<file path="src/rtl/prescaler_pkg.sv">
`default_nettype none
// prescaler_pkg -- shared width, default divisors and the zero-to-one divisor clamp.
// Rev 1.0
package prescaler_pkg;

  localparam int CNT_W        = 27;
  localparam int DIV_DEFAULT  = 833_333;   // 120 Hz tick at 100 MHz
  localparam int DIV_120HZ_SQ = 416_667;   // 120 Hz square wave on o_clk at 100 MHz

  // A divisor of zero behaves like a divisor of one.
  function automatic logic [31:0] eff_div(input logic [31:0] val);
    return (val == 32'd0) ? 32'd1 : val;
  endfunction

endpackage
`default_nettype wire

</file>
<file path="src/rtl/prescaler_channel.sv">
`default_nettype none
// prescaler_channel -- one divider: divisor register, counter, tick flop and optional toggle flop.
// Rev 1.0; the toggle output is built only when PRESCALER_CLK_OUT_EN is defined.
module prescaler_channel #(
  parameter int CNT_W       = prescaler_pkg::CNT_W,
  parameter int DIV_DEFAULT = prescaler_pkg::DIV_DEFAULT
) (
  input  logic             clk,
  input  logic             rst_n,
  input  logic             enable,
  input  logic             load,
  input  logic [CNT_W-1:0] load_val,
  output logic             tick,
  output logic             clk_out
);
  import prescaler_pkg::*;

  logic [CNT_W-1:0] div;
  logic [CNT_W-1:0] cnt;
  logic [CNT_W-1:0] last;
  logic             wrap;

  assign last = CNT_W'(eff_div(32'(div)) - 32'd1);
  // A load on the wrap cycle wins: no wrap, no tick, no toggle.
  assign wrap = enable && !load && (cnt == last);

  always_ff @(posedge clk or negedge rst_n) begin
    if (!rst_n) begin
      div  <= CNT_W'(DIV_DEFAULT);
      cnt  <= '0;
      tick <= 1'b0;
    end else if (load) begin
      div  <= load_val;
      cnt  <= '0;
      tick <= 1'b0;
    end else if (enable) begin
      if (wrap) begin
        cnt  <= '0;
        tick <= 1'b1;
      end else begin
        cnt  <= cnt + CNT_W'(1);
        tick <= 1'b0;
      end
    end else begin
      tick <= 1'b0;
    end
  end

`ifdef PRESCALER_CLK_OUT_EN
  logic clk_q;

  always_ff @(posedge clk or negedge rst_n) begin
    if (!rst_n) begin
      clk_q <= 1'b0;
    end else if (wrap) begin
      clk_q <= ~clk_q;
    end
  end

  assign clk_out = clk_q;
`else
  assign clk_out = 1'b0;
`endif

endmodule
`default_nettype wire

</file>
<file path="src/rtl/prescaler_multi.sv">
`default_nettype none
// prescaler_multi -- N_CH run-time programmable prescalers with a strobe/ack divisor write port.
// Rev 1.0; define PRESCALER_CLK_OUT_EN to build the o_clk square-wave outputs.
module prescaler_multi #(
  parameter int N_CH        = 4,
  parameter int CNT_W       = prescaler_pkg::CNT_W,
  parameter int DIV_DEFAULT = prescaler_pkg::DIV_DEFAULT,
  localparam int CH_W       = (N_CH > 1) ? $clog2(N_CH) : 1
) (
  input  logic             i_clk,
  input  logic             i_reset,
  input  logic             i_enable,
  input  logic             i_div_wr,
  input  logic [CH_W-1:0]  i_div_ch,
  input  logic [CNT_W-1:0] i_div_val,
  output logic             o_div_ack,
  output logic [N_CH-1:0]  o_tick,
  output logic [N_CH-1:0]  o_clk
);

  logic [N_CH-1:0] load;
  logic            wr_valid;

  // Indices beyond the last channel are dropped and never acknowledged.
  assign wr_valid = i_div_wr && (int'(i_div_ch) < N_CH);

  for (genvar c = 0; c < N_CH; c++) begin : g_ch
    assign load[c] = wr_valid && (i_div_ch == CH_W'(c));

    prescaler_channel #(
      .CNT_W      (CNT_W),
      .DIV_DEFAULT(DIV_DEFAULT)
    ) u_channel (
      .clk     (i_clk),
      .rst_n   (i_reset),
      .enable  (i_enable),
      .load    (load[c]),
      .load_val(i_div_val),
      .tick    (o_tick[c]),
      .clk_out (o_clk[c])
    );
  end

  always_ff @(posedge i_clk or negedge i_reset) begin
    if (!i_reset) begin
      o_div_ack <= 1'b0;
    end else begin
      o_div_ack <= wr_valid;
    end
  end

endmodule
`default_nettype wire

</file>
<file path="config.mk">
export PLATFORM = sky130hd
export DESIGN_NAME = prescaler_multi
export DESIGN_NICKNAME = d
export VERILOG_FILES = /design/src/rtl/prescaler_pkg.sv /design/src/rtl/prescaler_channel.sv /design/src/rtl/prescaler_multi.sv
export SDC_FILE = /design/constraint.sdc
export NUM_CORES = 1
export LEC_CHECK = 0
export ABC_CLOCK_PERIOD_IN_PS = 7000
export CORE_MARGIN = 8
export CORE_UTILIZATION = 45
export CTS_BUF_LIST = sky130_fd_sc_hd__clkbuf_16
export CTS_CLUSTER_DIAMETER = 40
export DETAILED_ROUTE_END_ITERATION = 16
export SETUP_SLACK_MARGIN = 0.15
export SYNTH_ARGS = -nofsm -noshare
export SYNTH_HDL_FRONTEND = slang
export SYNTH_SLANG_ARGS = --single-unit
export TNS_END_PERCENT = 100
</file>
<file path="constraint.sdc">
create_clock -name i_clk -period 7 [get_ports i_clk]
set_clock_uncertainty 0.05 [all_clocks]
set_input_delay 0.7 -clock i_clk [delete_from_list [all_inputs] [get_ports i_clk]]
set_output_delay 0.7 -clock i_clk [all_outputs]
set_load 0.005 [all_outputs]
</file>
; After elaboration in Yosys (flattened, before gate mapping)
; Index checks and enable logic that the tools add are counted.
[word_totals]
reg_bits = 221
input_bits = 33
memories = 0
latch_bits = 0
mem_bits_rw = 0
mem_bits_ro = 0
word_cells = 81
out_inout_bits = 9
[op_classes]
addsub = 8
div_mod_pow = 0
bitwise_logic = 0
n_reduce_logical = 25
magnitude_cmp = 0
mul = 0
eq_ne = 7
shift = 0
mux = 28
[ops]
columns = operator, count
row1 = 27-bit 2-to-1 mux, 16
row2 = 27-bit by 1-bit adder with 27-bit output (second input constant), 4
row3 = 27-bit == test, 4
row4 = 27-bit logical NOT, 4
row5 = 27-bit by 1-bit subtractor with 27-bit output (second input constant), 4
row6 = 1-bit logical AND, 12
row7 = 1-bit 2-to-1 mux, 12
row8 = 2-bit nonzero test, 4
row9 = 2-bit == test (second input constant), 2
row10 = 1-bit logical NOT, 4
row11 = 2-bit by 1-bit == test with 1-bit output (second input constant), 1
row12 = 2-bit logical NOT, 1

; Depth between registers and ports, before layout
[depth]
depth_word = 8
ltp_mapped = 15
depth_no_buf = 13

; By module
; Synthesis repeated with hierarchy kept, for this count alone.
[hier_totals]
cells_unflattened = 1459
area_unflattened_um2 = 14123.5
[by_module_without_submodules]
columns = mod, n_inst, cells_each, area_per_inst_um2
row1 = prescaler_channel (g_ch[0].u_channel ...), 3, 360, 3457.1
row2 = prescaler_channel (g_ch[3].u_channel), 1, 374, 3689.8
row3 = prescaler_multi, 1, 5, 62.6

; Worst setup path before layout
; OpenSTA, ideal clock, no wires.
[synth_path]
kind = reg-to-reg
startpoint = register g_ch[3].u_channel.div[5]
endpoint = register g_ch[3].u_channel.cnt[10]
stages_incl_launch_ff = 15
setup_slack_ns = 2.765
n_path_buf = 2
period_less_slack_ns = 4.235
required_time_ns = 6.814
setup_ns = 0.136
arrival_ns = 4.048
cell_sequence = dfstp_2 clkbuf_1 nor4_1 and4b_1 a31oi_1 ha_1 or4b_1 nor4_4 a31oi_1 a2111o_1 a211oi_1 and4b_1 nor4b_4 buf_4 nor3_1
[synth_between]
elab_chain_len = 8
[synth_lines]
columns = element, line_no
row1 = from (decl), prescaler_channel.sv:18  ; logic [CNT_W-1:0] div;
row2 = from (signal assigned), prescaler_channel.sv:29  ; div <= CNT_W'(DIV_DEFAULT);
row3 = from (signal assigned), prescaler_channel.sv:33  ; div <= load_val;
row4 = 27-bit logical NOT, prescaler_pkg.sv:12  ; return (val == 32'd0) ? 32'd1 : val;
row5 = 27-bit 2-to-1 mux (*), prescaler_pkg.sv:12
row6 = 27-bit by 1-bit subtractor with 27-bit output (*), prescaler_channel.sv:23  ; assign last = CNT_W'(eff_div(32'(div)) - 32'd1);
row7 = 27-bit == test (*), prescaler_channel.sv:25  ; assign wrap = enable && !load && (cnt == last);
row8 = 1-bit logical AND (*), prescaler_channel.sv:25
row9 = 27-bit 2-to-1 mux (*), prescaler_channel.sv:37  ; if (wrap) begin
row10 = 27-bit 2-to-1 mux (*), prescaler_channel.sv:36  ; end else if (enable) begin
row11 = 27-bit 2-to-1 mux (*), prescaler_channel.sv:32  ; end else if (load) begin
row12 = to (signal assigned), prescaler_channel.sv:41  ; cnt <= cnt + CNT_W'(1);
row13 = to (decl), prescaler_channel.sv:19  ; logic [CNT_W-1:0] cnt;
; Mark *: on every way between the ends. The rest lies on a longest branch, timed or not. The select of a mux whose other input is x is not followed.
; A chain may end at the register's enable or synchronous reset.

; Worst setup path in the final report
[layout_path]
startpoint = register g_ch[3].u_channel.div[5]
endpoint = register g_ch[3].u_channel.cnt[13]
; Same word-level chain as after synthesis.

==> results.yml <==
final_layout:
  num_antenna_cells: 0
  area_growth_syn_to_layout_pct: 12.80
  final_layout_size_suffix_gt1_frac: 0.1283
  fin_nets: 1632
logic_synthesis:
  synth_top_area_cell: "sky130_fd_sc_hd__dfrtp_1"
  synthCells: 1585
  synth_async_sr_flop_share: 1.000
  synthesis.area_per_instance_um2: 8.989
  synth_area_um2: 14250
  ys_seq_area_frac: 0.3924
  synth_top_cells_by_count: "238 x sky130_fd_sc_hd__nand2_1, 173 x sky130_fd_sc_hd__dfrtp_1, 130 x sky130_fd_sc_hd__nor2_1"
  synth_top_area_frac: 0.3039
  yosys_most_used_dff: "sky130_fd_sc_hd__dfrtp_1"
  yosysUniqueCellTypes: 84
  yosysWarningCount: 0
  yosys_register_bits: 221
  synthMostInstantiatedCell: "sky130_fd_sc_hd__nand2_1"
  netlist_top_cells_area: "sky130_fd_sc_hd__dfrtp_1 30%, sky130_fd_sc_hd__dfstp_2 8.9%, sky130_fd_sc_hd__xor2_1 7.6%, sky130_fd_sc_hd__nand2_1 6.3%, sky130_fd_sc_hd__xnor2_1 5.9%"
  synth_enable_flop_cells: 0
placement:
  gp_routability_congestion: 0.8890
  numPortBuffers: 37
  place_hpwl_mm: 27.03
clock_tree:
  numCtsBuffers: 38
  ctsLongestPathBuffers: 3
  cts.root.buffer_cell: "sky130_fd_sc_hd__clkbuf_16"
  clock-sinks: 221
  cts_setup_buffers: 0
  post_cts.resized_instances: 0
  clk_transition_reported_paths_ns: 0.06
  clock_tree_from_tritoncts: "done"
  h-tree-depth: 2
  clkLatencyLatePin_ns: 0.52
  cts.hold.buffers_added: 0
setup_path:
  cp_data_arrival_time_ns: 4.98
  critical_path_rt_ns: 7.30
  worstPathMaxFanout: 25
  timing.critical_path.to_type: "flip-flop"
  cp-start-kind: "flip-flop"
  worst-r2r-setup-slack_ns: 2.32
  timing.setup.critical_path_class: "flip-flop to flip-flop"
global_route:
  globalRouteTotalUtil: 0.2056
  grt_overflow: 0
  grt_first_pass_wirelength_mm: 63.22
  grt_start_max_net_pins: 79
  grt_antenna_before_repair: 1
  number_of_global_route_vias_before_repair: 11410
power:
  power.sequential.fraction: 0.395
  switching_share: 0.3220
  p_int_w: 0.003000
  power.share.clock: 0.413
  combPwrFrac: 0.192
  switching_power_w: 0.001425
  ir_drop_v: 0.0002046
  powerDensity_nw_per_um2: 275.3
  total_leakage_power_nw: 6.541
floorplan:
  core_um2: 31390
  std_cell_rows: 65
  die_span_in_x_um: 193.9
  start_util: 0.4538
  floorplan.die_area_um2: 37610
  top_level_ports: 42
  die_y_um: 193.9
route:
  detailedRoute.firstPassIterationCount: 5
  antenna_violation_net_count_after_detailed_routing: 0
  totalWireLength_mm: 38.80
  detail_route.drc_violations: 0
  dr.first_iter.drc_count: 775
  wl_per_cell_um: 19.18
  vias: 11700
  route.detailed.vias_per_inst: 5.783
sta:
  fmax_mhz: 213.8
  max_slew_margin: 0.2591
  tightestPinTransition_ns: 1.111
  final-max-slew-violation-count: 0
  setup_viol_count_final: 0
  hold_ws_ns: 0.1027
  setup_tns_ns: 0
  rsz0062_at_grt: "false"
  hold_viol: 0
  period_needed_ns: 4.677
  final_min_period_over_clock_period: 0.6681
worst_hold_path:
  holdCritPathClass: "input port to asynchronous set/reset pin"
run_status:
  outcome: "completed"
job:
  max_cap_violations: 0
-- stage by stage --
stage | setup slack [ns] | util | cells | instance area [um^2] | total power, W
final | 2.323 | 0.5120 | 2023 | 16070 | 0.004425
after global routing | 1.932 | 0.5120 | 2023 | 16070 | 0.004673
after CTS | 2.287 | 0.5120 | 2023 | 16070 | 0.004469
after detailed placement | 2.296 | 0.4716 | 1953 | 14800 | 0.002607
after global placement | 2.335 | 0.4716 | 1953 | 14800 | 0.002589
after floorplan | 2.765 | - | 1588 | 14260 | 0.002341
-- cells by family after synthesis --
family / after synthesis / share of synthesized area
simple gates: 801 / 0.2948
other cells: 1 / 0.0002632
flops: 221 / 0.3924
fa+ha+maj: 8 / 0.007026
compound gates: 148 / 0.07535
xor+xnor: 221 / 0.1368
mux: 76 / 0.05822
buf+inv: 109 / 0.03513
-- metal layers --
| layer | global-route usage | wire (um) | part of all wire |
|---|---|---|---|
| met2 | 0.3158 | 17190 | 0.44 |
| met1 | 0.2866 | 18370 | 0.47 |
| met4 | 0.08232 | 1449 | 0.037 |
| met5 | 0 | 12 | 0.00031 |
| met3 | 0.03193 | 1787 | 0.046 |
-- sequential cells by signal, summed over array words and instances, names as in the netlist --
signal and flops:
g_ch.u_channel.tick 4, g_ch.u_channel.cnt 108, o_div_ack 1, g_ch.u_channel.div 108
-- path summary, 6_finish.rpt --
kind	cells past startpoint	endpoint	from
max	13	g_ch[3].u_channel.cnt[13]$_DFFE_PN0P_	g_ch[3].u_channel.div[5]$_DFFE_PN1P_
min	1	g_ch[1].u_channel.div[17]$_DFFE_PN0P_	i_reset
max reg2reg	13	g_ch[3].u_channel.cnt[13]$_DFFE_PN0P_	g_ch[3].u_channel.div[5]$_DFFE_PN1P_
min reg2reg	2	g_ch[0].u_channel.div[0]$_DFFE_PN1P_	g_ch[0].u_channel.div[0]$_DFFE_PN1P_
max in group asynchronous	2	g_ch[0].u_channel.cnt[1]$_DFFE_PN0P_	i_reset
min in group i_clk	2	g_ch[0].u_channel.div[0]$_DFFE_PN1P_	g_ch[0].u_channel.div[0]$_DFFE_PN1P_
-- cells in the final DEF (no fill, tap or decap), types with 10 or more instances in the layout --
cell                                n
sky130_fd_sc_hd__nor2b_1           13
sky130_fd_sc_hd__nand2_1          238
sky130_fd_sc_hd__nor3_1            87
sky130_fd_sc_hd__a31oi_1           10
sky130_fd_sc_hd__clkdlybuf4s50_1   35
sky130_fd_sc_hd__mux2_2            55
sky130_fd_sc_hd__o21ai_0           22
sky130_fd_sc_hd__a211oi_1          11
sky130_fd_sc_hd__nand2b_1          14
sky130_fd_sc_hd__and4_1            11
sky130_fd_sc_hd__xnor2_1           96
sky130_fd_sc_hd__dfstp_2           48
sky130_fd_sc_hd__nand3_1           71
sky130_fd_sc_hd__xor2_1           124
sky130_fd_sc_hd__nor2_1           130
sky130_fd_sc_hd__inv_1             26
sky130_fd_sc_hd__mux2i_1           21
sky130_fd_sc_hd__and3_1            29
sky130_fd_sc_hd__nor4_1            41
sky130_fd_sc_hd__clkbuf_16         41
sky130_fd_sc_hd__nand3b_1          12
sky130_fd_sc_hd__or4_1             23
sky130_fd_sc_hd__dfrtp_1          173
sky130_fd_sc_hd__or3_1             18
sky130_fd_sc_hd__a21oi_1           24
sky130_fd_sc_hd__nand4_1           51
-- final cells by class --
type / instances / area [um^2]
Timing Repair Buffer: 46 / 437.9
Sequential cell: 221 / 5590
Clock inverter: 29 / 241.5
Fill cell: 2945 / 15320
Tap cell: 402 / 503.0
Clock buffer: 41 / 1026
Multi-Input combinational cell: 1258 / 8175
Inverter: 26 / 97.59
-- critical path, stage by stage, from the launching register on --
cell                       delay, ns
sky130_fd_sc_hd__dfstp_2        0.63
sky130_fd_sc_hd__nor4_1         0.13
sky130_fd_sc_hd__and4b_1        0.31
sky130_fd_sc_hd__a31oi_1        0.36
sky130_fd_sc_hd__ha_1           0.31
sky130_fd_sc_hd__or4b_1         0.57
sky130_fd_sc_hd__nor4_4         0.49
sky130_fd_sc_hd__a31oi_1        0.20
sky130_fd_sc_hd__a2111o_1       0.35
sky130_fd_sc_hd__a211oi_1       0.21
sky130_fd_sc_hd__and4b_1        0.28
sky130_fd_sc_hd__nor4b_4        0.20
sky130_fd_sc_hd__buf_4          0.32
sky130_fd_sc_hd__nor3_1         0.09
-- power by group through the flow --
stage               sequential [W]  clock [W]  combinational (W)
finish                     0.00175    0.00183           0.000850
global route               0.00178    0.00193           0.000955
CTS                        0.00174    0.00188           0.000853
detailed placement         0.00176          0           0.000847
global placement           0.00175          0           0.000836
floorplan                  0.00162          0           0.000717
Note: power is estimated with default switching activity, not from simulation.
==> edit, RTL diff (same flow settings) <==
The option `PRESCALER_CLK_OUT_EN` is turned on by a define.
--- a/src/rtl/prescaler_channel.sv
+++ b/src/rtl/prescaler_channel.sv
@@ -1,6 +1,8 @@
 `default_nettype none
 // prescaler_channel -- one divider: divisor register, counter, tick flop and optional toggle flop.
 // Rev 1.0; the toggle output is built only when PRESCALER_CLK_OUT_EN is defined.
+`define PRESCALER_CLK_OUT_EN
+
 module prescaler_channel #(
   parameter int CNT_W       = prescaler_pkg::CNT_W,
   parameter int DIV_DEFAULT = prescaler_pkg::DIV_DEFAULT
Function: changed (a bounded check fails within 4 cycles, from zero or initial values and one cycle with i_reset low).
==> edit against the unedited design <==
Wire length decreased by 1.8%; synthesized area decreased by 1.1%; sequential share of layout area increased by 0.45 points; worst setup slack got worse by 0.50 ns; sequential cell count increased by 4; via count increased by 1.8%; count of clock-buffer cells in the layout increased by 2; total power increased by 2.6%; design area increased by 0.48%; first-iteration DRC count decreased by 12%; synthesized cell count increased by 3.8%; critical path type unchanged; largest cell class unchanged; highest routed layer is now met4.
==> edit: results (changes against the unedited design) <==
crit-path max cell delay=0.67 ns (was 0.63 ns); Fillers=2963 (was 2945); CTS Buf Count=41 (was 38); vias in the first global route=11300 (was 11400); status=completed (unchanged); reg2reg end=g_ch[0].u_channel.cnt[23] (was g_ch[3].u_channel.cnt[13]); Area contributors post-synth=dfrtp_1 (31%), nand2_1 (9.0%), dfstp_2 (8.9%) (was dfrtp_1 (30%), dfstp_2 (8.9%), xor2_1 (7.6%)); CP max-delay cell=a21o_1 (was dfstp_2); largest registers=g_ch.u_channel.cnt: 108 flops, g_ch.u_channel.div: 108 flops (was g_ch.u_channel.cnt: 108 flops, g_ch.u_channel.div: 108 flops, g_ch.u_channel.tick: 4 flops); worst slew pin tran=0.985 ns (was 1.11 ns); cell-internal power=3.16 mW (was 3.00 mW); ant diodes=0 (unchanged); R2R Setup Slk=1.83 ns (was 2.32 ns); CTS H-tree depth=2 (unchanged); r2r worst-path depth=14 (was 13); hpwl dp=26500 um (was 27000 um); DRT Wirelength=38100 um (was 38800 um); largest net degree at the start of global routing=107 (was 79); top cells by count, synth=nand2_1 (337), dfrtp_1 (177), nor2_1 (151), xor2_1 (122), nand3_1 (84) (was nand2_1 (238), dfrtp_1 (173), nor2_1 (130), xor2_1 (124), xnor2_1 (96)); first-pass GRT wire length=61700 um (was 63200 um); sequential element share of the synthesized area=0.404 (was 0.392); Worst Path Arrival=5.49 ns (was 4.98 ns); Final GP Congestion=0.904 (was 0.889); total global routing track utilization=0.207 (was 0.206); static leakage=6.96 nW (was 6.54 nW); r2r startpoint=g_ch[0].u_channel.div[11] (was g_ch[3].u_channel.div[5]); initial antenna violation count=0 (was 1); Max VDD drop=0.202 mV (was 0.205 mV); DR vias=11900 (was 11700); Final #Nets=1693 (was 1632); Initial DRC Count=684 (was 775); layout cells sized above 1=0.113 (was 0.128)
-- edit: how the worst max path moves through the flow --
stage	startpoint	to	slack [ns]	depth (start not counted)
floorplan	g_ch[1].u_channel.div[0]	g_ch[1].u_channel.cnt[14]	2.27	17
global placement	g_ch[1].u_channel.div[0]	g_ch[1].u_channel.cnt[9]	1.93	14
detailed placement	g_ch[1].u_channel.div[0]	g_ch[1].u_channel.cnt[4]	1.84	14
CTS	g_ch[1].u_channel.div[0]	g_ch[1].u_channel.cnt[4]	1.83	14
global route	g_ch[0].u_channel.div[11]	g_ch[0].u_channel.cnt[23]	1.39	14
finish	g_ch[0].u_channel.div[11]	g_ch[0].u_channel.cnt[23]	1.83	14
-- edit: layer usage --
| layer | global-route usage | part of all wire | vias up |
|---|---|---|---|
| met5 | 0 | 0 | - |
| met4 | 0.0698 | 0.025 | 0 |
| met3 | 0.0374 | 0.051 | 70 |
| met2 | 0.326 | 0.45 | 271 |
| met1 | 0.284 | 0.47 | 5780 |
| li1 | - | - | 5789 |
-- edit: cell type report --
cell class / count / area share
multi-input cells: 1306 / 0.491
flip-flops and latches: 225 / 0.352
clock buffers: 43 / 0.0666
repair buffers: 54 / 0.0315
well taps: 402 / 0.0311
clock inverters: 33 / 0.0222
inverters: 24 / 0.00558
-- edit: logic make-up after synthesis --
| logic type | Yosys count | synth area share |
|---|---|---|
| adder cells (fa/ha/maj) | 8 | 0.00710 |
| XOR/XNOR | 196 | 0.122 |
| buffers and inverters | 114 | 0.0352 |
| AND/OR/NAND/NOR | 877 | 0.308 |
| flip-flops | 225 | 0.404 |
| AO/OA/AOI/OAI | 182 | 0.0902 |
| multiplexers | 43 | 0.0332 |
-- edit: per-stage QoR --
stage                     hold slack (ns)  setup WS [ns]   util  cells  instance area [um^2]
final                               0.160           1.83  0.517   2087                 16100
after detailed placement            0.411           1.84  0.471   2011                 14700
after floorplan                     0.354           2.27      -   1645                 14100
after global routing                0.228           1.39  0.517   2087                 16100
after CTS                           0.186           1.83  0.517   2087                 16100
after global placement              0.407           1.93  0.471   2011                 14700
-- edit: worst register-to-register path, delay by kind of cell, from the launching register on --
kind,cells,cell delay [ns]
AND/OR/NAND/NOR,9,2.63
AO/OA/AOI/OAI,3,1.40
adder cells (fa/ha/maj),1,0.33
XOR/XNOR,1,0.13
flip-flops,1,0.48
-- edit: power groups by stage --
stage / Sequential (mW) / Clock (mW) / Combinational (mW)
3_5_place_dp: 1.73 / 0 / 0.749
2_1_floorplan: 1.61 / 0 / 0.624
3_3_place_gp: 1.73 / 0 / 0.740
6_report: 1.72 / 2.06 / 0.756
4_1_cts: 1.72 / 2.10 / 0.755
5_1_grt: 1.75 / 2.16 / 0.847
